<file path="src/rtl/fft_addr_gen.sv">
// fft_addr_gen: in-place radix-2 DIT FFT address generator and sequencer.
//
// It schedules one butterfly per cycle, stage by stage. Sample data never
// passes through this block. The read addresses and twiddle index go out on
// the read side. The same addresses come back on the write side exactly LAT
// cycles later, which is the latency of the butterfly datapath. A DRAIN
// period of LAT cycles closes every stage, so all writes of stage s commit
// before the first read of stage s+1.
//
// Ports
//   clk              rising-edge clock
//   reset            asynchronous, active-high reset (clears FSM, delay line, outputs)
//   start            one-cycle request for a full transform (ignored unless idle)
//   fft_busy         high while the transform runs (RUN and DRAIN)
//   fft_rd_address1  upper-leg read address
//   fft_rd_address2  lower-leg read address (upper + span)
//   rd_valid         read addresses are a real butterfly this cycle
//   tw_index         twiddle ROM index for the current read
//   stage            current stage, 0 .. address_width-1
//   fft_wr_address1  write-back address, upper leg (read address delayed by LAT)
//   fft_wr_address2  write-back address, lower leg
//   fft_wr_en        write strobe (rd_valid delayed by LAT)
//   done             one-cycle pulse when the transform is complete
module fft_addr_gen #(
  parameter int N             = 32,
  parameter int address_width = $clog2(N),
  parameter int LAT           = 3
) (
  input  logic                               clk,
  input  logic                               reset,
  input  logic                               start,
  output logic                               fft_busy,
  output logic [address_width-1:0]           fft_rd_address1,
  output logic [address_width-1:0]           fft_rd_address2,
  output logic                               rd_valid,
  output logic [address_width-2:0]           tw_index,
  output logic [$clog2(address_width)-1:0]   stage,
  output logic [address_width-1:0]           fft_wr_address1,
  output logic [address_width-1:0]           fft_wr_address2,
  output logic                               fft_wr_en,
  output logic                               done
);

  localparam int S  = address_width;        // number of stages
  localparam int BW = S - 1;                // butterfly index width (N/2 butterflies)
  localparam int SW = $clog2(S);            // stage counter width
  localparam int CW = $clog2(LAT + 1);      // drain counter width

  localparam logic [1:0] ST_IDLE  = 2'd0;
  localparam logic [1:0] ST_RUN   = 2'd1;
  localparam logic [1:0] ST_DRAIN = 2'd2;
  localparam logic [1:0] ST_DONE  = 2'd3;

  localparam logic [BW-1:0] B_LAST        = BW'(N / 2 - 1);
  localparam logic [BW-1:0] B_ONE         = BW'(1);
  localparam logic [SW-1:0] STAGE_LAST    = SW'(S - 1);
  localparam logic [SW-1:0] STAGE_ONE     = SW'(1);
  localparam logic [CW-1:0] DRAIN_LAST    = CW'(LAT - 1);
  localparam logic [CW-1:0] CNT_ONE       = CW'(1);
  localparam logic [S-1:0]  ADDR_ONE      = S'(1);

  // Sequencer state
  logic [1:0]    state_r, state_nxt_s;
  logic [SW-1:0] stage_r, stage_nxt_s;
  logic [BW-1:0] b_r, b_nxt_s;
  logic [CW-1:0] cnt_r, cnt_nxt_s;

  // Address arithmetic for the butterfly that will be on the ports next cycle
  logic [S-1:0]  b_ext_s, span_s, mask_s, pos_s, rd1_s, rd2_s;
  logic [BW-1:0] tw_s;

  // Registered read-side outputs
  logic          busy_r, done_r, rd_valid_r;
  logic [S-1:0]  rd1_r, rd2_r;
  logic [BW-1:0] tw_r;
  logic [SW-1:0] stage_out_r;

  // Write-back delay line; entry LAT-1 drives the write port directly
  logic          dly_v_r  [LAT];
  logic [S-1:0]  dly_a1_r [LAT];
  logic [S-1:0]  dly_a2_r [LAT];

  // Next-state logic for the IDLE/RUN/DRAIN/DONE sequencer
  always_comb begin
    state_nxt_s = state_r;
    stage_nxt_s = stage_r;
    b_nxt_s     = b_r;
    cnt_nxt_s   = cnt_r;
    case (state_r)
      ST_IDLE: begin
        if (start) begin
          state_nxt_s = ST_RUN;
          stage_nxt_s = '0;
          b_nxt_s     = '0;
        end else begin
          state_nxt_s = ST_IDLE;
        end
      end
      ST_RUN: begin
        if (b_r == B_LAST) begin
          state_nxt_s = ST_DRAIN;
          cnt_nxt_s   = '0;
        end else begin
          b_nxt_s = b_r + B_ONE;
        end
      end
      ST_DRAIN: begin
        if (cnt_r == DRAIN_LAST) begin
          if (stage_r == STAGE_LAST) begin
            state_nxt_s = ST_DONE;
          end else begin
            state_nxt_s = ST_RUN;
            stage_nxt_s = stage_r + STAGE_ONE;
            b_nxt_s     = '0;
          end
        end else begin
          cnt_nxt_s = cnt_r + CNT_ONE;
        end
      end
      ST_DONE: begin
        state_nxt_s = ST_IDLE;
        stage_nxt_s = '0;
        b_nxt_s     = '0;
      end
      default: begin
        state_nxt_s = ST_IDLE;
        stage_nxt_s = '0;
        b_nxt_s     = '0;
        cnt_nxt_s   = '0;
      end
    endcase
  end

  // Butterfly addresses: insert a zero bit at position 'stage' of b for the
  // upper leg. The lower leg sets that bit. The twiddle index is pos scaled
  // up to the N/2-entry ROM.
  always_comb begin
    b_ext_s = {1'b0, b_nxt_s};
    span_s  = ADDR_ONE << stage_nxt_s;
    mask_s  = span_s - ADDR_ONE;
    pos_s   = b_ext_s & mask_s;
    rd1_s   = ((b_ext_s & ~mask_s) << 1'b1) | pos_s;
    rd2_s   = rd1_s | span_s;
    tw_s    = pos_s[BW-1:0] << (STAGE_LAST - stage_nxt_s);
  end

  // Sequencer state registers
  always_ff @(posedge clk or posedge reset) begin
    if (reset) begin
      state_r <= ST_IDLE;
      stage_r <= '0;
      b_r     <= '0;
      cnt_r   <= '0;
    end else begin
      state_r <= state_nxt_s;
      stage_r <= stage_nxt_s;
      b_r     <= b_nxt_s;
      cnt_r   <= cnt_nxt_s;
    end
  end

  // Read-side output registers, loaded from next-state so they line up with the state
  always_ff @(posedge clk or posedge reset) begin
    if (reset) begin
      busy_r      <= 1'b0;
      done_r      <= 1'b0;
      rd_valid_r  <= 1'b0;
      rd1_r       <= '0;
      rd2_r       <= '0;
      tw_r        <= '0;
      stage_out_r <= '0;
    end else begin
      busy_r      <= (state_nxt_s == ST_RUN) || (state_nxt_s == ST_DRAIN);
      done_r      <= (state_nxt_s == ST_DONE);
      stage_out_r <= stage_nxt_s;
      if (state_nxt_s == ST_RUN) begin
        rd_valid_r <= 1'b1;
        rd1_r      <= rd1_s;
        rd2_r      <= rd2_s;
        tw_r       <= tw_s;
      end else begin
        rd_valid_r <= 1'b0;
        rd1_r      <= '0;
        rd2_r      <= '0;
        tw_r       <= '0;
      end
    end
  end

  // LAT-deep delay line turning each read into its in-place write-back
  always_ff @(posedge clk or posedge reset) begin
    if (reset) begin
      for (int i = 0; i < LAT; i++) begin
        dly_v_r[i]  <= 1'b0;
        dly_a1_r[i] <= '0;
        dly_a2_r[i] <= '0;
      end
    end else begin
      dly_v_r[0]  <= rd_valid_r;
      dly_a1_r[0] <= rd1_r;
      dly_a2_r[0] <= rd2_r;
      for (int i = 1; i < LAT; i++) begin
        dly_v_r[i]  <= dly_v_r[i-1];
        dly_a1_r[i] <= dly_a1_r[i-1];
        dly_a2_r[i] <= dly_a2_r[i-1];
      end
    end
  end

  assign fft_busy        = busy_r;
  assign done            = done_r;
  assign rd_valid        = rd_valid_r;
  assign fft_rd_address1 = rd1_r;
  assign fft_rd_address2 = rd2_r;
  assign tw_index        = tw_r;
  assign stage           = stage_out_r;
  assign fft_wr_en       = dly_v_r[LAT-1];
  assign fft_wr_address1 = dly_a1_r[LAT-1];
  assign fft_wr_address2 = dly_a2_r[LAT-1];

endmodule

</file>
<file path="config.mk">
export PLATFORM = sky130hd
export DESIGN_NAME = fft_addr_gen
export DESIGN_NICKNAME = d
export VERILOG_FILES = /design/src/rtl/fft_addr_gen.sv
export SDC_FILE = /design/constraint.sdc
export NUM_CORES = 1
export LEC_CHECK = 0
export CORE_AREA = 2 2 67 101
export CTS_CLUSTER_SIZE = 12
export DETAILED_ROUTE_END_ITERATION = 16
export DIE_AREA = 0 0 69 103
export PLACE_DENSITY = 0.64
export SLEW_MARGIN = 10
export SYNTH_ARGS = -nofsm -noshare
export SYNTH_HDL_FRONTEND = slang
export SYNTH_SLANG_ARGS = --single-unit
</file>
<file path="constraint.sdc">
create_clock -name clk -period 3.9 [get_ports clk]
set_input_delay 1.17 -clock clk [delete_from_list [all_inputs] [get_ports clk]]
set_output_delay 1.17 -clock clk [all_outputs]
set_load 0.03 [all_outputs]
</file>
## Yosys cells after proc, flatten, opt, wreduce, memory -nomap -nowiden

Index checks and enable logic that the tools add are counted.

- $add $sub $neg: 5
- Eq/ne operators: 11
- Shifts and indexed selects: 2
- Multiplexer cells: 21
- Bitwise logic cells: 5
- Reductions and logical operators: 4

Operators by type and width:

| operator | count |
|---|---|
| 2-to-1 mux 4 bit | 5 |
| one-hot mux 4 bit (4 select lines) | 1 |
| == test 2 bit (second input constant) | 5 |
| 2-to-1 mux 2 bit | 5 |
| 2-to-1 mux 5 bit | 2 |
| OR 5 bit | 2 |
| 2-to-1 mux 3 bit | 3 |
| one-hot mux 3 bit (3 select lines) | 1 |
| one-hot mux 2 bit (4 select lines) | 1 |
| bitwise AND 4 x 5 -> 5 bit | 1 |
| left shift 1 x 3 -> 5 bit (first input constant) | 1 |
| subtractor 5 x 1 -> 5 bit (second input constant) | 1 |
| adder 4 x 1 -> 4 bit (second input constant) | 1 |
| bitwise AND 4 bit | 1 |
| == test 2 x 1 -> 1 bit (second input constant) | 2 |
| == test 4 bit (second input constant) | 1 |
| != test 2 bit (second input constant) | 2 |
| inverter 4 bit | 1 |
| one-hot mux 2 bit (2 select lines) | 1 |
| left shift 4 x 3 -> 4 bit | 1 |
| adder 3 x 1 -> 3 bit (second input constant) | 1 |
| == test 3 bit (second input constant) | 1 |
| AND reduction 3 bit | 1 |
| subtractor 3 bit (first input constant) | 1 |
| 5 further kinds | 6 |

- Flip-flop bits (word level): 61
- Output and inout bits: 31

## Longest topological paths before layout

- Word-level depth: 11
- Gate-level depth with buffers: 16
- Depth with buffers taken out: 16

## Least setup slack after synthesis

OpenSTA, ideal clock, no wires.

- Path type: input-to-reg
- Start: input start
- End: register tw_r[3], in the netlist tw_index[3]
- Setup time: 0.132 ns
- Arrival: 3.521 ns
- Setup slack: 0.247 ns
- Stages: 12
- Buffers on the path: 0
- Path through: nor2b_1 nor2_1 a22o_1 inv_1 ha_1 ha_1 or4b_1 o21ai_0 o311a_1 a2111oi_4 a211oi_1 a211oi_2

- Longest elaborated chain between the ends: 7
- Elaborated cells between the ends (all ways): 13
- Classes of those cells: 2 x add/sub; 1 x eq/ne; 2 x shift; 7 x mux; 1 x bitwise

Ends and longest elaborated chain:

| item | RTL line | RTL |
|---|---|---|
| from (decl) | 31 | `input logic start,` |
| 2-to-1 mux 3 bit (*) | 91 | `if (start) begin` |
| one-hot mux 3 bit (3 select lines) (*) | 89 | `case (state_r)` |
| net stage_nxt_s[0] | 64 | `logic [SW-1:0] stage_r, stage_nxt_s;` |
| left shift 1 x 3 -> 5 bit | 139 | `span_s = ADDR_ONE << stage_nxt_s;` |
| subtractor 5 x 1 -> 5 bit | 140 | `mask_s = span_s - ADDR_ONE;` |
| bitwise AND 4 x 5 -> 5 bit | 141 | `pos_s = b_ext_s & mask_s;` |
| left shift 4 x 3 -> 4 bit (*) | 144 | `tw_s = pos_s[BW-1:0] << (STAGE_LAST - stage_nxt_s);` |
| 2-to-1 mux 4 bit (*) | 176 | `if (state_nxt_s == ST_RUN) begin` |
| to (signal assigned) | 180 | `tw_r <= tw_s;` |
| to (decl) | 75 | `logic [BW-1:0] tw_r;` |

Mark *: on every way through the listed nets, which the timed path passes. The rest lies on a longest branch.
A chain may end at the register's enable or synchronous reset.

## Worst setup path in the final report

Same ends and word-level chain as after synthesis.

==> results.cfg <==
[cells_and_area]
n_antenna_cell = 0
multi_input_area_um2 = 811
seq_area_um2 = 1530
mostFrequentLayoutCells = 61 x dfrtp_1, 33 x clkdlybuf4s50_1, 15 x inv_1, 15 x buf_4, 13 x ha_1
final_nets = 257
final_common_cell = dfrtp_1
final_cells = 322
drive_above_1_share_pct = 15.9
fill_cells = 563
area_delta_synth_final_pct = 28.6

[synthesis]
synthFlopType = dfrtp_1
synth_xor_xnor_area_share_pct = 0.715
synthesis.area_um2 = 2450
async_flop_share_pct = 100
synthAdderAreaFrac_pct = 6.64
seq_area_frac_synth_pct = 62.3
synth_top_family_by_area = compound AO/OA/AOI/OAI gates
synth-simple-area-share_pct = 10.5
syn_avg_cell_area_um2 = 12.6
ys_ff_latch = 61
ys_types = 42
synth_edf_count = 0
synth-compound-area-share_pct = 13.0
synthesis.nets = 211
syn_inst = 195
synth_mux_area_share_pct = 0.817
ys_warn_count = 0

[detailed_routing]
routed_wl_um = 4690
top_layer_used = met4
drc_errors = 0
drt_iter0_markers = 86
dr.pass1.iters = 4
viasPerCell = 4.99
ant_nets = 0
wl_met1_um = 1870
wl_met2_um = 2410
dr_total_vias = 1606
wl_per_cell_um = 14.6
met3_length_um = 215

[cts]
clk_latency_ns = 0.33
root_buffer = clkbuf_8
cts_tree = done
cts.sinks = 61
clk_pin_slew_ns = 0.07
cts_buffer_depth = 2
htree_levels = 3
cts_made_buffers = 9

[timing]
fin_skew_ns = 0.00868
fmax_mhz = 268
finalSetupViolations = 0
grt_setup_unrepaired = true
tightestPinTransition_ns = 0.730
finalCritPeriodShare_pct = 95.8
hold_viol_final = 0
slew_headroom_pct = 50.6
period_needed_ns = 3.74
drv_slew = 0

[power]
p_per_area_nw_per_um2 = 718
p_seq_share_pct = 41.3
switchingPower_w = 0.000771
p_clk_share_pct = 26.4
p_sw_share_pct = 34.1
leakage_nw = 1.42
ir_drop_v = 0.000302
p_int_w = 0.00149
total_power_w = 0.00226
power_frac_comb_pct = 32.2

[grt]
overflow = 0
grt_first_pass_wirelength_um = 7500
grt_max_degree = 62
grt_pass1_vias = 1554
track_usage_pct = 14.0
antenna_found_initial = 0

[setup_path]
worst_setup_path_start_kind = input pin
crit_type = in -> reg
crit_path_max_incr_delay_ns = 0.47
critical_path.slowest_cell = clkdlybuf4s50_1
crit_fanout = 4
cp_data_arrival_time_ns = 3.95
critPathCaptureType = flop
crit_path_cell_trace = clkdlybuf4s50_1, nor2b_1, nor2_1, a22o_1, inv_1, ha_1, ha_1, inv_1, ha_1, inv_1, o32ai_2, a211oi_4, nor3_1, a211oi_2, a211oi_2
required_ns = 4.11

[placed_design]
io_buffer_count = 33
dp_hpwl_um = 3360
dpl.cell_count = 306
gp_congestion = 0.849

[floorplanning]
die_w_um = 69
coreArea_um2 = 6310
die-area_um2 = 7110
initial_core_util_pct = 38.9
chipHeight_um = 103
io_pins = 34
num_rows = 36

[min_path]
holdCritPathClass = reg -> reg

[outcome]
status = finished clean

[run]
drv_cap = 0
==> path summary, 6_finish.rpt <==
check	start	to	slack (ns)	cells after the start
max	start	tw_index[3]	0.16	15
min	dly_a1_r[11]	dly_a1_r[6]	0.34	0
max reg2reg	cnt_r[0]	fft_rd_address2[3]	0.57	14
min reg2reg	dly_a1_r[11]	dly_a1_r[6]	0.34	0
max in group asynchronous	reset	fft_rd_address1[0]	2.05	3
min in group asynchronous	reset	fft_wr_address2[0]	1.37	3
==> layout make-up <==
class | instances | area share (%)
Clock buffer | 11 | 4.17
Clock inverter | 5 | 2.70
Tap cell | 76 | 3.02
Multi-Input combinational cell | 105 | 25.7
Timing Repair Buffer | 48 | 14.1
Sequential cell | 61 | 48.4
Inverter | 16 | 1.91
==> state kept, by name, indices dropped and copies added, names as in the netlist, 2 cells and up <==
name,flops
fft_wr_address1,5
dly_a2_r,10
fft_rd_address2,5
dly_v_r,2
dly_a1_r,10
stage,3
tw_index,4
state_r,2
fft_wr_address2,5
fft_rd_address1,5
b_r,4
cnt_r,2
==> cell families (layout without fill, tap and decap cells) <==
family | count (synthesis) | count (layout)
flip-flops | 61 | 61
AND/OR/NAND/NOR | 46 | 46
AO/OA/AOI/OAI | 42 | 42
buffers and inverters | 29 | 80
adder cells (fa/ha/maj) | 13 | 13
XOR/XNOR | 2 | 2
multiplexers | 2 | 2
==> cell usage after synthesis (3+ instances only) <==
cell type | n | share of area, %
a21o_1 | 3 | 0.92
a21oi_1 | 10 | 2.0
nor2_1 | 10 | 1.5
buf_4 | 10 | 3.1
and3_1 | 4 | 1.0
nor2b_1 | 4 | 1.0
a211oi_1 | 5 | 1.5
ha_1 | 13 | 6.6
nand3_1 | 5 | 1.0
dfrtp_1 | 61 | 62
and2_1 | 3 | 0.77
inv_1 | 16 | 2.5
o21ai_0 | 5 | 1.0
nand2_1 | 7 | 1.1
nor3_1 | 4 | 0.82
==> layer usage <==
layer | global-route usage, % | up-vias
li1 | - | 756
met1 | 14.7 | 784
met2 | 24.0 | 52
met3 | 5.38 | 14
met4 | 8.45 | 0
met5 | 0 | -
==> worst max-delay path, delay by kind of cell <==
family                     cells  cell delay, ns
AOI/OAI and AO/OA              5            1.05
buffers and inverters          4            0.79
and+or+nand+nor                3            0.39
adders and majority gates      3            0.56
==> per-stage QoR <==
step | util (%) | hold WS, ns | worst slack [ns] | setup TNS (ns) | instance area, um2
2_1_floorplan | - | 0.331 | 0.247 | 0 | 2450
3_3_place_gp | 46.0 | 0.331 | -0.0814 | -0.234 | 2900
3_5_place_dp | 46.0 | 0.335 | -0.177 | -0.750 | 2900
4_1_cts | 49.4 | 0.344 | 0.181 | 0 | 3120
5_1_grt | 50.0 | 0.352 | -0.0396 | -0.0611 | 3150
6_report | 50.0 | 0.343 | 0.164 | 0 | 3150
==> power groups by stage <==
stage                     logic [W]  clock network, W  registers (W)
after detailed placement   0.000730                 0       0.000948
after global routing       0.000776          0.000646       0.000961
after CTS                  0.000733          0.000614       0.000938
final                      0.000729          0.000598       0.000935
after global placement     0.000720                 0       0.000940
after floorplan            0.000417                 0        0.00101
==> repair_timing <==
item                                    CTS  global route
gates resized for setup                   0             5
endpoints found under the setup margin    0             4
hold buffers                              0             0
buffers inserted                          0             0
Note: power is estimated with default switching activity, not from simulation.
